`src/rtl/btn_evt_pkg.sv`:
```
// Shared types and helpers for the button event queue.
package btn_evt_pkg;

  localparam int NUM_BTN_DEFAULT = 8;

  typedef enum logic [2:0] {
    BTN_A      = 3'd0,
    BTN_B      = 3'd1,
    BTN_UP     = 3'd2,
    BTN_DOWN   = 3'd3,
    BTN_LEFT   = 3'd4,
    BTN_RIGHT  = 3'd5,
    BTN_START  = 3'd6,
    BTN_SELECT = 3'd7
  } btn_code_e;

  // One-hot of the lowest set bit (zero when v is zero).
  function automatic logic [31:0] lsb_onehot(
    input logic [31:0] v
  );
    return v & (~v + 32'd1);
  endfunction

endpackage

```
`src/rtl/evt_fifo.sv`:
```
// Small event FIFO with wrap-bit pointers; head is read straight from storage.
module evt_fifo #(
  parameter int DEPTH = 4,
  parameter int W     = 3,
  localparam int AW   = $clog2(DEPTH)
) (
  input  logic          i_clk,
  input  logic          i_rst_n,
  input  logic          i_push,
  input  logic [W-1:0]  i_din,
  input  logic          i_pop,
  output logic [W-1:0]  o_head,
  output logic          o_valid,
  output logic          o_full,
  output logic [AW:0]   o_count
);

  logic [W-1:0] r_mem [DEPTH];
  logic [AW:0]  r_rd;
  logic [AW:0]  r_wr;

  always_ff @(posedge i_clk or negedge i_rst_n) begin
    if (!i_rst_n) begin
      r_rd <= '0;
      r_wr <= '0;
      for (int i = 0; i < DEPTH; i++) begin
        r_mem[i] <= '0;
      end
    end else begin
      if (i_push) begin
        r_mem[r_wr[AW-1:0]] <= i_din;
        r_wr <= r_wr + 1'b1;
      end
      if (i_pop) begin
        r_rd <= r_rd + 1'b1;
      end
    end
  end

  assign o_head  = r_mem[r_rd[AW-1:0]];
  assign o_valid = (r_rd != r_wr);
  assign o_full  = (r_rd[AW] != r_wr[AW]) &&
                   (r_rd[AW-1:0] == r_wr[AW-1:0]);
  assign o_count = r_wr - r_rd;

endmodule

```
`src/rtl/button_event_queue.sv`:
```
// Serialises button press pulses into a popped event queue.
// Optional BTN_EVT_COALESCE_EN: at most one queued event per button.
module button_event_queue
  import btn_evt_pkg::*;
#(
  parameter int NUM_BTN = NUM_BTN_DEFAULT,
  parameter int DEPTH   = 4,
  localparam int CW     = $clog2(NUM_BTN),
  localparam int CNTW   = $clog2(DEPTH) + 1
) (
  input  logic               clk,
  input  logic               reset_n,
  input  logic [NUM_BTN-1:0] pressed,
  output logic               evt_valid,
  output logic [CW-1:0]      evt_code,
  input  logic               evt_ready,
  output logic [CNTW-1:0]    evt_count,
  output logic               ovf,
  input  logic               ovf_clr
);

  logic [NUM_BTN-1:0] r_pending;
  logic [NUM_BTN-1:0] w_cand;
  logic [NUM_BTN-1:0] w_xfer;
  logic [CW-1:0]      w_code;
  logic               w_full;
  logic               w_pop;
  logic               w_push_ok;
  logic               w_push;
  logic               w_lost;

  assign w_pop     = evt_valid & evt_ready;
  assign w_push_ok = ~w_full | w_pop;

`ifdef BTN_EVT_COALESCE_EN
  logic [NUM_BTN-1:0] r_inq;
  logic [NUM_BTN-1:0] w_pop_oh;

  always_comb begin
    w_pop_oh = '0;
    if (w_pop) w_pop_oh[evt_code] = 1'b1;
  end

  always_ff @(posedge clk or negedge reset_n) begin
    if (!reset_n) r_inq <= '0;
    else          r_inq <= (r_inq & ~w_pop_oh) | w_xfer;
  end

  assign w_cand = r_pending & ~r_inq;
`else
  assign w_cand = r_pending;
`endif

  always_comb begin
    w_xfer = '0;
    if (w_push_ok) w_xfer = NUM_BTN'(lsb_onehot(32'(w_cand)));
    w_code = '0;
    for (int i = 0; i < NUM_BTN; i++) begin
      if (w_xfer[i]) w_code = CW'(i);
    end
  end

  assign w_push = |w_xfer;
  // A press only counts as lost if its pending bit is not leaving now.
  assign w_lost = |(pressed & r_pending & ~w_xfer);

  always_ff @(posedge clk or negedge reset_n) begin
    if (!reset_n) begin
      r_pending <= '0;
      ovf       <= 1'b0;
    end else begin
      r_pending <= (r_pending & ~w_xfer) | pressed;
      if (w_lost)       ovf <= 1'b1;
      else if (ovf_clr) ovf <= 1'b0;
    end
  end

  evt_fifo #(
    .DEPTH (DEPTH),
    .W     (CW)
  ) u_fifo (
    .i_clk   (clk),
    .i_rst_n (reset_n),
    .i_push  (w_push),
    .i_din   (w_code),
    .i_pop   (w_pop),
    .o_head  (evt_code),
    .o_valid (evt_valid),
    .o_full  (w_full),
    .o_count (evt_count)
  );

endmodule
```
`config.mk`:
```
export PLATFORM = sky130hd
export DESIGN_NAME = button_event_queue
export DESIGN_NICKNAME = d
export VERILOG_FILES = /design/src/rtl/btn_evt_pkg.sv /design/src/rtl/evt_fifo.sv /design/src/rtl/button_event_queue.sv
export SDC_FILE = /design/constraint.sdc
export NUM_CORES = 1
export LEC_CHECK = 0
export CAP_MARGIN = 10
export CORE_ASPECT_RATIO = 1.25
export CORE_MARGIN = 4
export CORE_UTILIZATION = 57
export DETAILED_ROUTE_END_ITERATION = 8
export PLACE_DENSITY = 0.84
export SLEW_MARGIN = 20
export SYNTH_ARGS = -nofsm -noshare
export SYNTH_HDL_FRONTEND = slang
export SYNTH_HIERARCHICAL = 1
export SYNTH_SLANG_ARGS = --single-unit
```
`constraint.sdc`:
```
create_clock -name clk -period 3.6 [get_ports clk]
set_input_delay 0.72 -clock clk [delete_from_list [all_inputs] [get_ports clk]]
set_output_delay 0.72 -clock clk [all_outputs]
set_load 0.005 [all_outputs]
```
# After elaboration in Yosys (flattened, before gate mapping)
# Cells that the tools add are included.
# totals
regBits	27
inputBits	12
output_inout_bits	8
word_cells	51
# classes
n_addsub	4
order_cmp	3
eq_ne	3
mux	16
bitwise	12
reduce_logical	5
# ops
op	n
$and A8 B8 Y8	4
$mux W3	9
$not A8 Y8	2
$reduce_or A8 Y1	2
$bwmux W12	1
$add A8 B1 Y8 const B	1
$mux W8	1
$or A8 B8 Y8	1
$add A3 B1 Y3 const B	2
$bmux W3 S2	1
$demux W3 S2	1
$ge A3 B3 Y1 const B	2
$not A2 Y3	2
$lt A3 B1 Y1 const B	1
$mux W1	3
$ne A3 B3 Y1	1
$sub A3 B3 Y3	1
$eq A2 B2 Y1	1
$logic_and A1 B1 Y1	2
$reduce_bool A2 Y1	1
$and A1 B1 Y1	1
$ne A1 B1 Y1	1
$not A1 Y1	1
$or A1 B1 Y1	1

# Logic depth before layout (Yosys ltp)
# Gate-level depths: netlist (run 1).
# logic_depth
ltp_word	13
mapped_depth	8
mapped_depth_nobuf	8

# Hierarchy
# Netlist (run 1), hierarchy kept.
# by_module_without_submodules
module	n_inst	cells_each	area_per_inst_um2	seq_area_each_um2
evt_fifo	1	64	880.8	450.4
button_event_queue	1	55	524.3	225.2

# Worst setup path after synthesis (run 1)
# Ideal clock, no wire load.
# synth_path
path_kind	reg2reg
from	register u_fifo.r_rd[1]
to	register u_fifo/r_mem[0] (netlist bit)
setup_ns	0.125
arrival_time_ns	1.914
t_required_ns	3.475
setup_slack_ns	1.561
stages_incl_launch_ff	8
path_buffers	0
cell_sequence	dfrtp_1 inv_1 ha_1 nand3_1 a21boi_1 a21oi_1 nand2_1 mux2_2
# synth_between
elab_cells_between_ends	16
cone_classes	eq/ne (2); mux (9); bitwise (3); reduce/logical (2)
# synth_rtl
element	line_no	text
from (decl)	evt_fifo.sv:19	logic [AW:0] r_rd;
from (signal assigned)	evt_fifo.sv:35	r_rd <= r_rd + 1'b1;
$ne A3 B3 Y1	evt_fifo.sv:41	assign o_valid = (r_rd != r_wr);
via evt_valid	button_event_queue.sv:14	output logic evt_valid,
$and A1 B1 Y1	button_event_queue.sv:32	assign w_pop = evt_valid & evt_ready;
$or A1 B1 Y1	button_event_queue.sv:33	assign w_push_ok = ~w_full | w_pop;
$mux W8	button_event_queue.sv:56	if (w_push_ok) w_xfer = NUM_BTN'(lsb_onehot(32'(w_cand)));
$reduce_or A8 Y1	button_event_queue.sv:63	assign w_push = |w_xfer;
via w_push	button_event_queue.sv:29	logic w_push;
to (signal, indexed assignment)	evt_fifo.sv:31	r_mem[r_wr[AW-1:0]] <= i_din;
to (decl)	evt_fifo.sv:18	logic [W-1:0] r_mem [DEPTH];
# The timed path passes the listed nets, and every way through them passes these cells.
# A chain may end at the register's enable or synchronous reset.

# Worst setup path after layout (run 1)
# layout_path
from	register u_fifo.r_rd[0]
to	output port evt_count[2]
# layout_between
elab_chain_cells	1
# layout_rtl
element	line_no	text
$sub A3 B3 Y3	evt_fifo.sv:44	assign o_count = r_wr - r_rd;
to (decl)	button_event_queue.sv:17	output logic [CNTW-1:0] evt_count,
# No other way between the ends.

==> results of run 1 <==
## path summary, 6_finish.rpt
kind	start	end	cells after the start
setup / recovery	u_fifo/r_rd[0]$_DFFE_PN0P_	evt_count[2]	4
hold reg to reg	u_fifo/r_rd[2]$_DFFE_PN0P_	u_fifo/r_rd[2]$_DFFE_PN0P_	1
max in group asynchronous	reset_n	u_fifo/r_rd[2]$_DFFE_PN0P_	2
hold / removal	u_fifo/r_rd[2]$_DFFE_PN0P_	u_fifo/r_rd[2]$_DFFE_PN0P_	1
min in group asynchronous	reset_n	u_fifo/r_rd[1]$_DFFE_PN0P_	2
setup reg to reg	u_fifo/r_rd[1]$_DFFE_PN0P_	u_fifo/r_mem[2]$_DFFE_PN0P_	8
## cells in the final DEF, fill, tap and decap left out, drive strengths merged, types with 2 or more instances in the layout
| cell type | n |
|---|---|
| a21oi | 2 |
| dfrtp | 27 |
| clkbuf | 3 |
| nand2b | 2 |
| inv | 9 |
| ha | 7 |
| a21o | 5 |
| nor2 | 3 |
| mux2 | 12 |
| o21ai | 5 |
| xor2 | 2 |
| clkdlybuf4s50 | 19 |
| nor4 | 2 |
| and2 | 2 |
| nand2 | 9 |
| nand3 | 8 |
| a32oi | 2 |
| mux4 | 3 |
| xnor2 | 4 |
| o22ai | 2 |
## kinds of logic after synthesis
kind of cell    count (synthesis)  share of synthesized area, %
mux                            15                          14.4
fa+ha+maj                       8                          7.66
xor+xnor                        6                          3.74
buf+inv                         9                          2.40
compound gates                 22                          11.1
simple gates                   32                          12.6
flops                          27                          48.1
## area by class of cell
| type | count | area share (%) |
|---|---|---|
| Timing Repair Buffer | 20 | 11.8 |
| Inverter | 9 | 2.02 |
| Tap cell | 31 | 2.32 |
| Multi-Input combinational cell | 83 | 41.6 |
| Clock buffer | 3 | 1.35 |
| Sequential cell | 27 | 40.4 |
| Clock inverter | 1 | 0.449 |
## flip-flops by register name, summed over array words and instances, names as in the netlist
signal        flops
ovf               1
u_fifo/r_rd       3
u_fifo/r_wr       3
u_fifo/r_mem     12
r_pending         8
## metal layers
metal / wire [um] / part of all wire, % / vias to the layer above
met1: 1090 / 41 / 494
met5: 0 / 0 / -
li1: - / - / 480
met4: 66 / 2.5 / 0
met3: 81 / 3.0 / 6
met2: 1430 / 54 / 31
## stage by stage
stage	std cells	hold slack [ns]	setup slack, ns
floorplan	119	0.424	1.56
global placement	170	0.478	1.11
detailed placement	170	0.491	1.06
CTS	174	0.517	0.686
global route	174	0.539	0.609
finish	174	0.513	0.720
## power groups by stage
stage / clock [mW] / combinational, mW / sequential [mW]
6_report: 0.136 / 0.614 / 0.473
5_1_grt: 0.156 / 0.683 / 0.487
4_1_cts: 0.138 / 0.625 / 0.476
3_5_place_dp: 0 / 0.622 / 0.483
3_3_place_gp: 0 / 0.598 / 0.478
2_1_floorplan: 0 / 0.386 / 0.457
## worst max-delay path, delay by kind of cell, from the launching register on
family	cells	cell delay, ns
xor gates and xnor gates	1	0.16
adders and majority gates	2	0.64
buffers and inverters	1	0.52
DFF	1	0.51
==> flow_summary.toml, run 1 <==
[synth]
synthTopCellsByArea = "dfrtp_1 (48%), mux2_2 (9.6%), ha_1 (6.2%)"
synthDominantCellAreaShare_pct = 48.1
ys_warn_count = 6
ys_ff_latch = 27
yosysTopAreaCell = "dfrtp_1"
synth_area_per_cell_um2 = 11.8
yosys.cell_count.top_type = "dfrtp_1"
synth_edf_count = 0
syn-num-nets = 139
syn_inst = 119
syn-cell-area_um2 = 1410
synth_common_cells = "dfrtp_1 (27), mux2_2 (12), inv_1 (9), nand2_1 (9), nand3_1 (8)"
ys_seq_area_share_pct = 48.1
synthArstFlopShare_pct = 100
synth.distinct_cells = 32
ys.flop_type = "dfrtp_1"

[detailed_routing]
vias = 1011
dr.first_iter.drc_count = 33
ant_nets = 0
dr.pass1.iters = 4
wl_per_cell_um = 15.3
drt-total-wl_um = 2670
drc = 0
viasPerCell = 5.81

[placed_design]
placed_area_um2 = 1640
gp_congestion = 0.840
portBuffers = 19
dp_hpwl_um = 2120

[floorplanning]
rows = 19
die_w_um = 52.4
boundaryPins = 20
die_area_um2 = 3330
coreArea_um2 = 2280
die-height_um = 63.5
start_util_pct = 61.6

[critical_path]
worstSetupStartpointType = "register"
cp.required_ns = 2.88
crit_chain = "ha_1, fa_1, xnor2_1, clkdlybuf4s50_1"
cp_data_arrival_time_ns = 2.16
crit_slowest_cell = "clkdlybuf4s50_1"
cp-end-kind = "output pin"
r2r_setup_slack_ns = 1.25
worstSetupPathType = "register to output pin"
cp_max_fo = 6
cp_slowest_stage_delay_ns = 0.52

[global_route]
overflow = 0
antenna_found_initial = 0
grt_util_all_layers_pct = 18.3
grt_max_degree = 28
grt_pass1_vias = 1011
grt_pass1_wl_um = 4500
use_met1_pct = 20.8
met3_usage_pct = 2.12
grt-busiest-layer = "met2"
grt_util_met2_pct = 32.1

[power]
netSwitchingFraction_pct = 36.1
p_sw_mw = 0.441
combPwrFrac_pct = 50.2
p_leak_nw = 0.723
peakVddDrop_v = 0.000593
power_mw = 1.22
pwr-share-seq_pct = 38.7
intPower_mw = 0.781
power_density_nw_per_um2 = 731
clockPowerShare_pct = 11.1

[cells_and_area]
layout.nets = 164
postLayoutCoreUtil_pct = 73.2
diodes = 0
area_delta_synth_final_pct = 19.0
regArea_um2 = 676
nFillCells = 165
drive_above_1_share_pct = 16.8
multi_input_area_um2 = 696
final_area_um2 = 1670

[clocking]
htreeDepth = 1
clock-sinks = 27
post_cts_buffers = 0
insertion_delay_ns = 0.33
cts-root-buf = "clkbuf_4"
clk_pin_slew_worst_paths_ns = 0.15
cts_tree = "built"
ctsResizeCount = 0
cts_buffers = 3
clockBufferDepth = 2
cts_hold_buf = 0

[sta]
relSlewSlack_pct = 65.5
setup_viol = 0
min_period_ns = 2.88
fmax_mhz = 347
fin_crit_sh_pct = 80.0
setup_tns_ns = 0
hold_violations = 0
skew_ns = 0.00254
drv_slew = 0
rsz0062_at_grt = "no"
worst_slew_pin_slew_ns = 0.518

[flow_run]
cap_violations = 0

[hold_path]
holdCritPathClass = "register to register"

[status]
outcome = "finished clean"
Power figures use the tool's default switching activity.
==> inputs of run 2 (changes only) <==
--- a/config.mk
+++ b/config.mk
@@ -8,9 +8,9 @@
 export CAP_MARGIN = 10
 export CORE_ASPECT_RATIO = 1.25
 export CORE_MARGIN = 4
-export CORE_UTILIZATION = 57
+export CORE_UTILIZATION = 48
 export DETAILED_ROUTE_END_ITERATION = 8
-export PLACE_DENSITY = 0.84
+export PLACE_DENSITY = 0.75
 export SLEW_MARGIN = 20
 export SYNTH_ARGS = -nofsm -noshare
 export SYNTH_HDL_FRONTEND = slang
==> constraint.sdc (replaced) <==
create_clock -name clk -period 2.6 [get_ports clk]
set_input_delay 0.52 -clock clk [delete_from_list [all_inputs] [get_ports clk]]
set_output_delay 0.52 -clock clk [all_outputs]
set_load 0.005 [all_outputs]
==> flow_summary.toml, run 2 (synthesis results as in run 1) <==
[cells_and_area]
mostFrequentLayoutCells = "dfrtp_1 (27), clkdlybuf4s50_1 (18), mux2_2 (12), inv_1 (9), nand2_1 (9)"
layout.nets = 167
area_delta_synth_final_pct = 20.7
postLayoutCoreUtil_pct = 62.1
final_area_um2 = 1700
final_common_cell = "dfrtp_1"
top_register = "u_fifo/r_mem"
drive_above_1_share_pct = 17.8
diodes = 0
largest_register_ffs = 12
largestRegisters = "u_fifo/r_mem x12, r_pending x8"
instances_no_fill = 180

[placed_design]
dp_hpwl_um = 2100
gp_congestion = 0.900
placed_area_um2 = 1650
placedCellCount = 174
portBuffers = 19

[detailed_routing]
dr.pass1.iters = 4
wl_per_cell_um = 15.0
viasPerCell = 5.65
dr_wl_met2_um = 1490
met3_length_um = 92
ant_nets = 0
vias = 1017
routed.top_layer = "met4"
dr.first_iter.drc_count = 24
drt-total-wl_um = 2710
drc = 0
met1_length_um = 1110

[clocking]
cts-root-buf = "clkbuf_4"
htreeDepth = 1
cts_tree = "built"
insertion_delay_ns = 0.31
clk_pin_slew_worst_paths_ns = 0.14
clockBufferDepth = 2
clock-sinks = 27
cts_buffers = 3

[critical_path]
path_buf_inv = 3
cp.required_ns = 2.08
crit_slowest_cell = "clkdlybuf4s50_1"
cp_slowest_stage_delay_ns = 0.49
worstSetupStartpointType = "register"
path_delay_family = "buffers and inverters"
worstSetupPathType = "register to output pin"
crit_top_cell = "inv_1"
cp_max_fo = 3
cp_data_arrival_time_ns = 1.96
crit_chain = "inv_1, ha_1, fa_1, inv_1, clkdlybuf4s50_1"
cp-end-kind = "output pin"

[sta]
hold_violations = 0
worst_slew_pin_slew_ns = 0.511
min_period_ns = 2.48
rsz0062_at_grt = "no"
setup_viol = 0
drv_slew = 0
relSlewSlack_pct = 65.9
fmax_mhz = 403
setup_tns_ns = 0
skew_ns = 0.00576
fin_crit_sh_pct = 95.5

[floorplanning]
die_area_um2 = 3860
die-height_um = 68.5
start_util_pct = 51.4
rows = 21
coreArea_um2 = 2730
boundaryPins = 20
die_w_um = 56.4

[power]
power_density_nw_per_um2 = 1010
p_leak_nw = 0.748
power_mw = 1.71
peakVddDrop_v = 0.000534

[hold_path]
holdCritPathClass = "register to register"

[global_route]
grt_util_all_layers_pct = 15.1
grt_pass1_vias = 1043
grt_pass1_wl_um = 4520
antenna_found_initial = 0
grt_max_degree = 28
overflow = 0

[flow_run]
cap_violations = 0

[status]
outcome = "finished clean"
run 2: cell types whose count changed in the layout (fill, tap and decap cells not counted):
cell / change
buf_4: +3
clkbuf_1: +1
clkdlybuf4s50_1: -1
clkinvlp_4: -1
dlymetal6s2s_1: +1
run 2: metal layers:
layer,global-route usage [%],up-vias
met5,0,-
met4,3.56,0
met3,1.86,2
met2,31.9,21
met1,15.8,503
li1,-,491
run 2: worst paths after layout:
kind	endpoint	cells past startpoint	slack, ns	startpoint
setup / recovery	evt_count[1]	5	0.12	u_fifo/r_wr[0]$_DFFE_PN0P_
max in group asynchronous	r_pending[5]$_DFF_PN0_	2	1.79	reset_n
hold reg to reg	u_fifo/r_rd[2]$_DFFE_PN0P_	1	0.50	u_fifo/r_rd[2]$_DFFE_PN0P_
hold / removal	u_fifo/r_rd[2]$_DFFE_PN0P_	1	0.50	u_fifo/r_rd[2]$_DFFE_PN0P_
setup reg to reg	u_fifo/r_mem[0]$_DFFE_PN0P_	8	0.25	u_fifo/r_rd[1]$_DFFE_PN0P_
min in group asynchronous	u_fifo/r_rd[2]$_DFFE_PN0P_	2	0.55	reset_n
run 2: through the flow:
stage | worst slack (ns) | hold WS [ns]
floorplan | 0.561 | 0.224
global placement | 0.349 | 0.479
detailed placement | 0.273 | 0.493
CTS | 0.0170 | 0.512
global route | 0.0361 | 0.523
finish | 0.118 | 0.503
run 2: area by class of cell:
class	count	area (um2)
Timing Repair Buffer	23	223
Tap cell	34	42.5
Multi-Input combinational cell	83	696
Sequential cell	27	676
Inverter	9	33.8
Fill cell	238	1040
Clock buffer	4	26.3
run 2: what timing repair did:
item / 4_1_cts / 5_1_grt
setup endpoints to repair: 1 / 1
hold buffers: 0 / 0
resized for setup: 0 / 1
setup buffers: 1 / 1
pin swaps: 0 / 1
endpoints found under the hold margin: 0 / 0
run 2: worst register-to-register path, delay by kind of cell (launching register included):
kind | cells | cell delay (ns)
muxes | 1 | 0.33
AOI/OAI and AO/OA | 2 | 0.63
and+or+nand+nor | 3 | 0.35
adders and majority gates | 1 | 0.31
buffers and inverters | 1 | 0.10
DFF | 1 | 0.51
run 2: where the power goes:
part / switching (mW) / total, mW / internal (mW)
clock: 0.116 / 0.176 / 0.0599
sequential: 0.0998 / 0.633 / 0.533
combinational: 0.393 / 0.903 / 0.509
total: 0.609 / 1.71 / 1.10
==> inputs of run 3 (changes only) <==
--- a/config.mk
+++ b/config.mk
@@ -5,12 +5,12 @@
 export SDC_FILE = /design/constraint.sdc
 export NUM_CORES = 1
 export LEC_CHECK = 0
-export CAP_MARGIN = 10
+export CAP_MARGIN = 20
 export CORE_ASPECT_RATIO = 1.25
 export CORE_MARGIN = 4
-export CORE_UTILIZATION = 48
+export CORE_UTILIZATION = 45
 export DETAILED_ROUTE_END_ITERATION = 8
-export PLACE_DENSITY = 0.75
+export PLACE_DENSITY = 0.69
 export SLEW_MARGIN = 20
 export SYNTH_ARGS = -nofsm -noshare
 export SYNTH_HDL_FRONTEND = slang
==> flow_summary.toml, run 3 (synthesis results as in run 1) <==
[clocking]
htreeDepth = 1
clock-sinks = 27
clk_pin_slew_worst_paths_ns = 0.15
clockBufferDepth = 2
cts-root-buf = "clkbuf_4"
cts_buffers = 3
cts_tree = "built"
insertion_delay_ns = 0.32
cts_hold_buf = 0

[critical_path]
cp.required_ns = 2.08
worstSetupStartpointType = "register"
cp_data_arrival_time_ns = 1.95
worstSetupPathType = "register to output pin"
r2r_setup_slack_ns = 0.40
cp_max_fo = 3
cp-end-kind = "output pin"

[status]
outcome = "finished clean"

[sta]
min_period_ns = 2.47
finalWorstSetupSlack_ns = 0.127
hold_ws_ns = 0.505
worst_slew_pin_slew_ns = 0.488
fmax_mhz = 404
setup_tns_ns = 0
rsz0062_at_grt = "no"
fin_crit_sh_pct = 95.1
relSlewSlack_pct = 67.4
drv_slew = 0
setup_viol = 0
hold_violations = 0
skew_ns = 0.00245

[cells_and_area]
largest_register_ffs = 12
mostFrequentLayoutCells = "dfrtp_1 (27), clkdlybuf4s50_1 (18), mux2_2 (12), inv_1 (9), nand2_1 (9)"
area_delta_synth_final_pct = 21.7
diodes = 0
final_common_cell = "dfrtp_1"
drive_above_1_share_pct = 19.0
top_register = "u_fifo/r_mem"
largestRegisters = "u_fifo/r_mem x12, r_pending x8"
layout.nets = 168
nFillCells = 257

[global_route]
antenna_found_initial = 0
grt_pass1_wl_um = 4720
overflow = 0
grt_max_degree = 28
grt_util_all_layers_pct = 14.7
grt_pass1_vias = 1045

[detailed_routing]
ant_nets = 0
viasPerCell = 5.54
dr.first_iter.drc_count = 20
wl_per_cell_um = 15.2
vias = 1013
drc = 0
drt-total-wl_um = 2780
dr.pass1.iters = 4

[floorplanning]
boundaryPins = 20
die-height_um = 70.5
die_w_um = 58.0
die_area_um2 = 4090
coreArea_um2 = 2970
rows = 22
start_util_pct = 47.3

[power]
power_density_nw_per_um2 = 1010
p_leak_nw = 0.752
power_mw = 1.73
peakVddDrop_v = 0.000574

[placed_design]
pre_cts_slack_ns = 0.321
dp_hpwl_um = 2200
gp_congestion = 0.833
portBuffers = 19

[flow_run]
cap_violations = 0

[hold_path]
holdCritPathClass = "register to register"
run 3: cell count changes in the layout (fill, tap and decap cells not counted):
| cell | before | now |
|---|---|---|
| clkbuf_1 | 1 | 0 |
| clkinvlp_4 | 0 | 1 |
| buf_4 | 4 | 5 |
run 3: path summary, 6_finish.rpt:
kind	startpoint	to	cells after the start
worst min-delay path	u_fifo/r_rd[2]$_DFFE_PN0P_	u_fifo/r_rd[2]$_DFFE_PN0P_	1
worst max register to register	u_fifo/r_wr[2]$_DFFE_PN0P_	u_fifo/r_mem[9]$_DFFE_PN0P_	6
max in group asynchronous	reset_n	u_fifo/r_mem[8]$_DFFE_PN0P_	2
worst max-delay path	u_fifo/r_wr[0]$_DFFE_PN0P_	evt_count[1]	5
min in group asynchronous	reset_n	u_fifo/r_rd[0]$_DFFE_PN0P_	2
worst min register to register	u_fifo/r_rd[2]$_DFFE_PN0P_	u_fifo/r_rd[2]$_DFFE_PN0P_	1
run 3: cell type report:
| type | count | area, um2 | area share (%) |
|---|---|---|---|
| clock buffers | 3 | 22.5 | 1.32 |
| clock inverters | 1 | 7.51 | 0.439 |
| inverters | 9 | 33.8 | 1.98 |
| multi-input cells | 83 | 696 | 40.7 |
| flip-flops and latches | 27 | 676 | 39.5 |
| well taps | 36 | 45.0 | 2.63 |
| repair buffers | 24 | 230 | 13.5 |
run 3: report_power, final:
group / internal [mW] / leakage (nW) / total [mW] / switching (mW)
logic: 0.518 / 0.423 / 0.925 / 0.407
registers: 0.533 / 0.315 / 0.623 / 0.0897
clock network: 0.0587 / 0.0139 / 0.187 / 0.128
run 3: repair_timing:
| item | 4_1_cts | 5_1_grt |
|---|---|---|
| gates resized for setup | 0 | 1 |
| endpoints found under the setup margin | 1 | 1 |
| gates cloned | 0 | 0 |
| setup buffers | 1 | 1 |
run 3: critical path: stages (launching register included):
cell	delay, ns
dfrtp_1	0.42
inv_1	0.10
ha_1	0.16
fa_1	0.41
inv_1	0.06
clkdlybuf4s50_1	0.49
run 3: routing by layer:
metal | GRT usage (%) | up-vias | part of all wire (%)
li1 | - | 489 | -
met1 | 16.7 | 497 | 42
met2 | 27.0 | 25 | 53
met3 | 2.59 | 2 | 3.7
met4 | 4.64 | 0 | 0.76
met5 | 0 | - | 0
run 3: per-stage QoR:
stage	instance area, um2	instances	utilization, %
2_1_floorplan	1410	119	-
4_1_cts	1700	182	57.2
5_1_grt	1710	183	57.5
3_3_place_gp	1660	177	55.9
6_report	1710	183	57.5
3_5_place_dp	1660	177	55.9
